File: src/rtl/ahb3lite_master_arb.sv
// Two-port request arbiter feeding a single AHB3-Lite master.
// One transfer at a time: IDLE -> ADDR -> DATA -> IDLE, or IDLE -> RESP_LOCAL -> IDLE
// for requests that are rejected locally (oversize or misaligned).
// Optional feature: define RR_ARB_EN for round-robin arbitration (default: port 0 priority).
module ahb3lite_master_arb #(
   parameter int unsigned HADDR_SIZE = 32,
   parameter int unsigned HDATA_SIZE = 32
) (
   input  logic                      HCLK,
   input  logic                      HRESET,
   input  logic [1:0]                req_valid,
   input  logic [1:0]                req_write,
   input  logic [2*HADDR_SIZE-1:0]   req_addr,
   input  logic [2*HDATA_SIZE-1:0]   req_wdata,
   input  logic [5:0]                req_size,
   output logic [1:0]                req_accept,
   output logic [1:0]                rsp_valid,
   output logic                      rsp_err,
   output logic [HDATA_SIZE-1:0]     rsp_rdata,
   output logic                      HSEL,
   output logic                      HWRITE,
   output logic [HADDR_SIZE-1:0]     HADDR,
   output logic [HDATA_SIZE-1:0]     HWDATA,
   output logic [2:0]                HSIZE,
   output logic [2:0]                HBURST,
   output logic [3:0]                HPROT,
   output logic [1:0]                HTRANS,
   input  logic [HDATA_SIZE-1:0]     HRDATA,
   input  logic                      HREADY,
   input  logic                      HRESP
);

   localparam logic [1:0] StIdle      = 2'd0;
   localparam logic [1:0] StAddr      = 2'd1;
   localparam logic [1:0] StData      = 2'd2;
   localparam logic [1:0] StRespLocal = 2'd3;

   // Largest HSIZE code the data bus can carry.
   localparam logic [2:0] MaxSize = 3'($clog2(HDATA_SIZE / 8));

   logic [1:0]            state_q, state_d;
   logic                  gnt;
   logic                  gnt_q;
   logic                  accept;
   logic                  illegal;
   logic [HADDR_SIZE-1:0] sel_addr;
   logic [HDATA_SIZE-1:0] sel_wdata;
   logic [2:0]            sel_size;
   logic                  sel_write;
   logic [7:0]            align_mask;
   logic                  hwrite_q;
   logic [HADDR_SIZE-1:0] haddr_q;
   logic [HDATA_SIZE-1:0] hwdata_q;
   logic [2:0]            hsize_q;
   logic [1:0]            rsp_valid_q;
   logic                  rsp_err_q;
   logic [HDATA_SIZE-1:0] rsp_rdata_q;
`ifdef RR_ARB_EN
   logic                  last_grant_q;
`endif

   // Pick the winning port among the current requesters.
   always_comb begin
`ifdef RR_ARB_EN
      if (&req_valid) gnt = ~last_grant_q;
      else            gnt = ~req_valid[0];
`else
      gnt = ~req_valid[0];
`endif
   end

   // Decode the winner's request and check it for size/alignment legality.
   always_comb begin
      sel_addr   = gnt ? req_addr[HADDR_SIZE +: HADDR_SIZE] : req_addr[0 +: HADDR_SIZE];
      sel_wdata  = gnt ? req_wdata[HDATA_SIZE +: HDATA_SIZE] : req_wdata[0 +: HDATA_SIZE];
      sel_size   = gnt ? req_size[5:3] : req_size[2:0];
      sel_write  = gnt ? req_write[1] : req_write[0];
      align_mask = (8'd1 << sel_size) - 8'd1;
      illegal    = (sel_size > MaxSize) || (|(sel_addr[7:0] & align_mask));
      accept     = (state_q == StIdle) && (|req_valid) && !HRESET;
   end

   // Next-state logic.
   always_comb begin
      state_d = state_q;
      unique case (state_q)
         StIdle:      if (accept) state_d = illegal ? StRespLocal : StAddr;
         StAddr:      if (HREADY) state_d = StData;
         StData:      if (HREADY) state_d = StIdle;
         StRespLocal: state_d = StIdle;
         default:     state_d = StIdle;
      endcase
   end

   // State, latched bus fields and registered completion.
   always_ff @(posedge HCLK or posedge HRESET) begin
      if (HRESET) begin
         state_q      <= StIdle;
         gnt_q        <= 1'b0;
         hwrite_q     <= 1'b0;
         haddr_q      <= '0;
         hwdata_q     <= '0;
         hsize_q      <= 3'd0;
         rsp_valid_q  <= 2'b00;
         rsp_err_q    <= 1'b0;
         rsp_rdata_q  <= '0;
`ifdef RR_ARB_EN
         last_grant_q <= 1'b1;
`endif
      end else begin
         state_q     <= state_d;
         rsp_valid_q <= 2'b00;
         rsp_err_q   <= 1'b0;
         rsp_rdata_q <= '0;
         if (accept) begin
            gnt_q <= gnt;
`ifdef RR_ARB_EN
            last_grant_q <= gnt;
`endif
            if (illegal) begin
               // Completion shows during the RESP_LOCAL cycle.
               rsp_valid_q <= gnt ? 2'b10 : 2'b01;
               rsp_err_q   <= 1'b1;
            end else begin
               // Bus fields only change for transfers that reach the bus.
               hwrite_q <= sel_write;
               haddr_q  <= sel_addr;
               hwdata_q <= sel_wdata;
               hsize_q  <= sel_size;
            end
         end
         if (state_q == StData && HREADY) begin
            rsp_valid_q <= gnt_q ? 2'b10 : 2'b01;
            rsp_err_q   <= HRESP;
            rsp_rdata_q <= hwrite_q ? '0 : HRDATA;
         end
      end
   end

   // Bus control follows the state directly so reset clears it immediately.
   always_comb begin
      HSEL       = (state_q == StAddr);
      HTRANS     = (state_q == StAddr) ? 2'b10 : 2'b00;
      HBURST     = 3'b000;
      HPROT      = (state_q == StAddr) ? 4'b0011 : 4'b0000;
      HWRITE     = hwrite_q;
      HADDR      = haddr_q;
      HWDATA     = hwdata_q;
      HSIZE      = hsize_q;
      req_accept = accept ? (gnt ? 2'b10 : 2'b01) : 2'b00;
      rsp_valid  = rsp_valid_q;
      rsp_err    = rsp_err_q;
      rsp_rdata  = rsp_rdata_q;
   end

endmodule
File: config.mk
export PLATFORM = sky130hd
export DESIGN_NAME = ahb3lite_master_arb
export DESIGN_NICKNAME = d
export VERILOG_FILES = /design/src/rtl/ahb3lite_master_arb.sv
export SDC_FILE = /design/constraint.sdc
export NUM_CORES = 1
export LEC_CHECK = 0
export BUFFER_PORTS_ARGS = -buffer_cell sky130_fd_sc_hd__buf_2
export CORE_ASPECT_RATIO = 1.75
export CORE_MARGIN = 10
export CORE_UTILIZATION = 40
export DETAILED_ROUTE_END_ITERATION = 7
export PLACE_DENSITY = 0.87
export RECOVER_POWER = 50
export SYNTH_ARGS = -nofsm -noshare
export SYNTH_HDL_FRONTEND = slang
export SYNTH_SLANG_ARGS = --single-unit
File: constraint.sdc
create_clock -name HCLK -period 3.5 [get_ports HCLK]
set_input_delay 0.525 -clock HCLK [delete_from_list [all_inputs] [get_ports HCLK]]
set_output_delay 0.525 -clock HCLK [all_outputs]
set_load 0.005 [all_outputs]
==> impl_metrics.env <==
export IMPL_p_per_area_mw_per_mm2=644.1
export IMPL_cts_sinks=106
export IMPL_leakagePower_uw=0.003459
export IMPL_grt_overflow=0
export IMPL_finalMaxSlewViolations=45
export IMPL_drc=0
export IMPL_synth_area_leaders="dfrtp_1, mux2i_1, a31oi_1"
export IMPL_cp_arrival_ns=2.20
export IMPL_die_x_um=103.5
export IMPL_violations="capacitance limit, slew limit"
export IMPL_tightest_slew_ns=2.039
export IMPL_cp_end_kind="output port"
export IMPL_syn_inst=438
export IMPL_holdWs_ns=0.3824
export IMPL_grt_pass1_vias=4463
export IMPL_antenna_cells=0
export IMPL_num_rows=53
export IMPL_finClkSkew_ns=0.01222
export IMPL_final_area_mm2=0.006605
export IMPL_hp_class="input port to flip-flop"
export IMPL_cts_hold_fix_buffers=0
export IMPL_fin_tns_setup_ns=0
export IMPL_placed_cell_area_mm2=0.006359
export IMPL_route_antenna_remaining_nets=0
export IMPL_max_slew_margin=-0.3666
export IMPL_grt_pass1_wl_um=23730
export IMPL_final_cell_mix="buf_2, dfrtp_1, a21oi_1, mux2i_1, a31oi_1"
export IMPL_grt_max_degree=121
export IMPL_dpl_hpwl_um=12200
export IMPL_portBuffers=282
export IMPL_via_count=4378
export IMPL_seq_area_mm2=0.002653
export IMPL_yosysSeqAreaShare=0.5441
export IMPL_postSynthAreaPerCell_um2=11.13
export IMPL_clk_latency_ns=0.34
export IMPL_drt_wl_total_um=15460
export IMPL_antenna_found_initial=0
export IMPL_syn_area_mm2=0.004875
export IMPL_fillCellCount=1104
export IMPL_async_flop_share=1.000
export IMPL_r2r_slack_ns=1.43
export IMPL_grt_use_total=0.1750
export IMPL_syn_to_final_growth_pct=35.50
export IMPL_crit_fanout=28
export IMPL_drtIter0Drc=168
export IMPL_fmax_mhz=366.3
export IMPL_synth_cell_type_count=38
export IMPL_hold_viol=0
export IMPL_gp_congestion=0.7881
export IMPL_post_cts_resized=0
export IMPL_period_share=0.7799
export IMPL_clk_path_buf_depth=2
export IMPL_ir_worst_vdd_mv=0.4848
export IMPL_synth_area_leader_cell="dfrtp_1"
export IMPL_start_util=0.4061
export IMPL_final_layout_size_suffix_gt1_frac=0.3791
export IMPL_setup_viol=0
export IMPL_multi_input_area_mm2=0.001967
export IMPL_cap_viol_max_count=1
export IMPL_clkTransAtPathRegs_ns=0.08
export IMPL_cts_tree="done"
export IMPL_drt_wirelength_per_cell_um=17.90
export IMPL_drtPass1Iterations=5
export IMPL_core_area_mm2=0.01200
export IMPL_synth_edf_count=0
export IMPL_rsz0062_at_grt="no"
export IMPL_die_h_um=166.0
export IMPL_h_tree_depth=3
export IMPL_worstSetupPathType="input port to output port"
export IMPL_postCtsSetupRepairBufs=0
export IMPL_drt_vias_per_instance=5.067
export IMPL_critPathRequiredTime_ns=2.97
export IMPL_min_period_ns=2.730
export IMPL_cp_start_kind="input port"
export IMPL_ioPinCount=289
export IMPL_yosys_register_bits=106
export IMPL_cts_buffers=9
export IMPL_yosysWarnings=0
export IMPL_ctsRootBufferMaster="clkbuf_16"
export IMPL_synth_top_area_share=0.5441
export IMPL_dieArea_mm2=0.01718
export IMPL_nNetsFinal=869
export IMPL_layout_commonest_cell="buf_2"
export IMPL_status="finished with violations"
export IMPL_ys_flop_type="dfrtp_1"
[report_power, final]
part	total, uW	leakage (uW)	internal, uW	switching, uW
Clock	993	0.000149	510	483
Combinational	1390	0.00192	643	747
Sequential	1870	0.00139	1650	221
Total	4250	0.00346	2800	1450
[worst paths after layout]
path,depth (start not counted),startpoint,endpoint
setup / recovery,6,req_valid[0],req_accept[1]
hold / removal,2,HRDATA[12],rsp_rdata[12]
setup reg to reg,5,state_q[1],HWDATA[15]
hold reg to reg,1,gnt_q,rsp_valid[0]
max in group asynchronous,3,HRESET,HADDR[3]
min in group asynchronous,2,HRESET,rsp_valid[0]
[Yosys cell counts, types with 3 or more instances]
library cell  count
a21oi_1          68
a31oi_1          67
and2_1           32
buf_1             5
buf_2            11
buf_4            17
clkbuf_1         18
dfrtp_1         106
inv_1             3
mux2i_1          67
nand2_1           6
nor2_1            6
[routing by layer]
layer,track usage,vias to the layer above,routed length (um)
met5,0,-,0
met4,0.04742,0,231
met3,0.06539,15,1618
met2,0.3126,214,8125
met1,0.1830,2047,5487
li1,-,2102,-
[metrics by stage]
| stage | power, uW | worst slack [ns] | instances | util |
|---|---|---|---|---|
| global placement | 3282 | 0.5752 | 848 | 0.5298 |
| global route | 4575 | 0.6175 | 864 | 0.5503 |
| detailed placement | 3347 | 0.4961 | 848 | 0.5298 |
| finish | 4254 | 0.7704 | 864 | 0.5503 |
| CTS | 4356 | 0.7916 | 864 | 0.5555 |
| floorplan | 2590 | 0.1861 | 443 | - |
[logic make-up after synthesis]
group	Yosys count	synth area share
DFF	106	0.5441
AOI/OAI and AO/OA	149	0.1820
adders and majority gates	1	0.002566
and+or+nand+nor	58	0.07084
other	1	0.0007693
muxes	69	0.1422
buffers and inverters	54	0.05749
[layout make-up]
class,count,area share
repair buffers,291,0.2207
inverters,3,0.001894
well taps,165,0.03126
clock inverters,7,0.01269
multi-input cells,283,0.2978
clock buffers,9,0.03410
flip-flops and latches,106,0.4016
[worst max-delay path: stages]
cell and delay (ns):
buf_4 0.24, buf_4 0.45, nor2_1 0.13, or4_1 0.51
nor2_1 0.16, buf_2 0.15
[flip-flops by register name, indices dropped and copies added (netlist names)]
signal,flops
HWDATA,32
HSIZE,3
rsp_valid,2
state_q,2
rsp_rdata,32
HWRITE,1
HADDR,32
gnt_q,1
rsp_err,1
(Power assumes the default switching activity.)
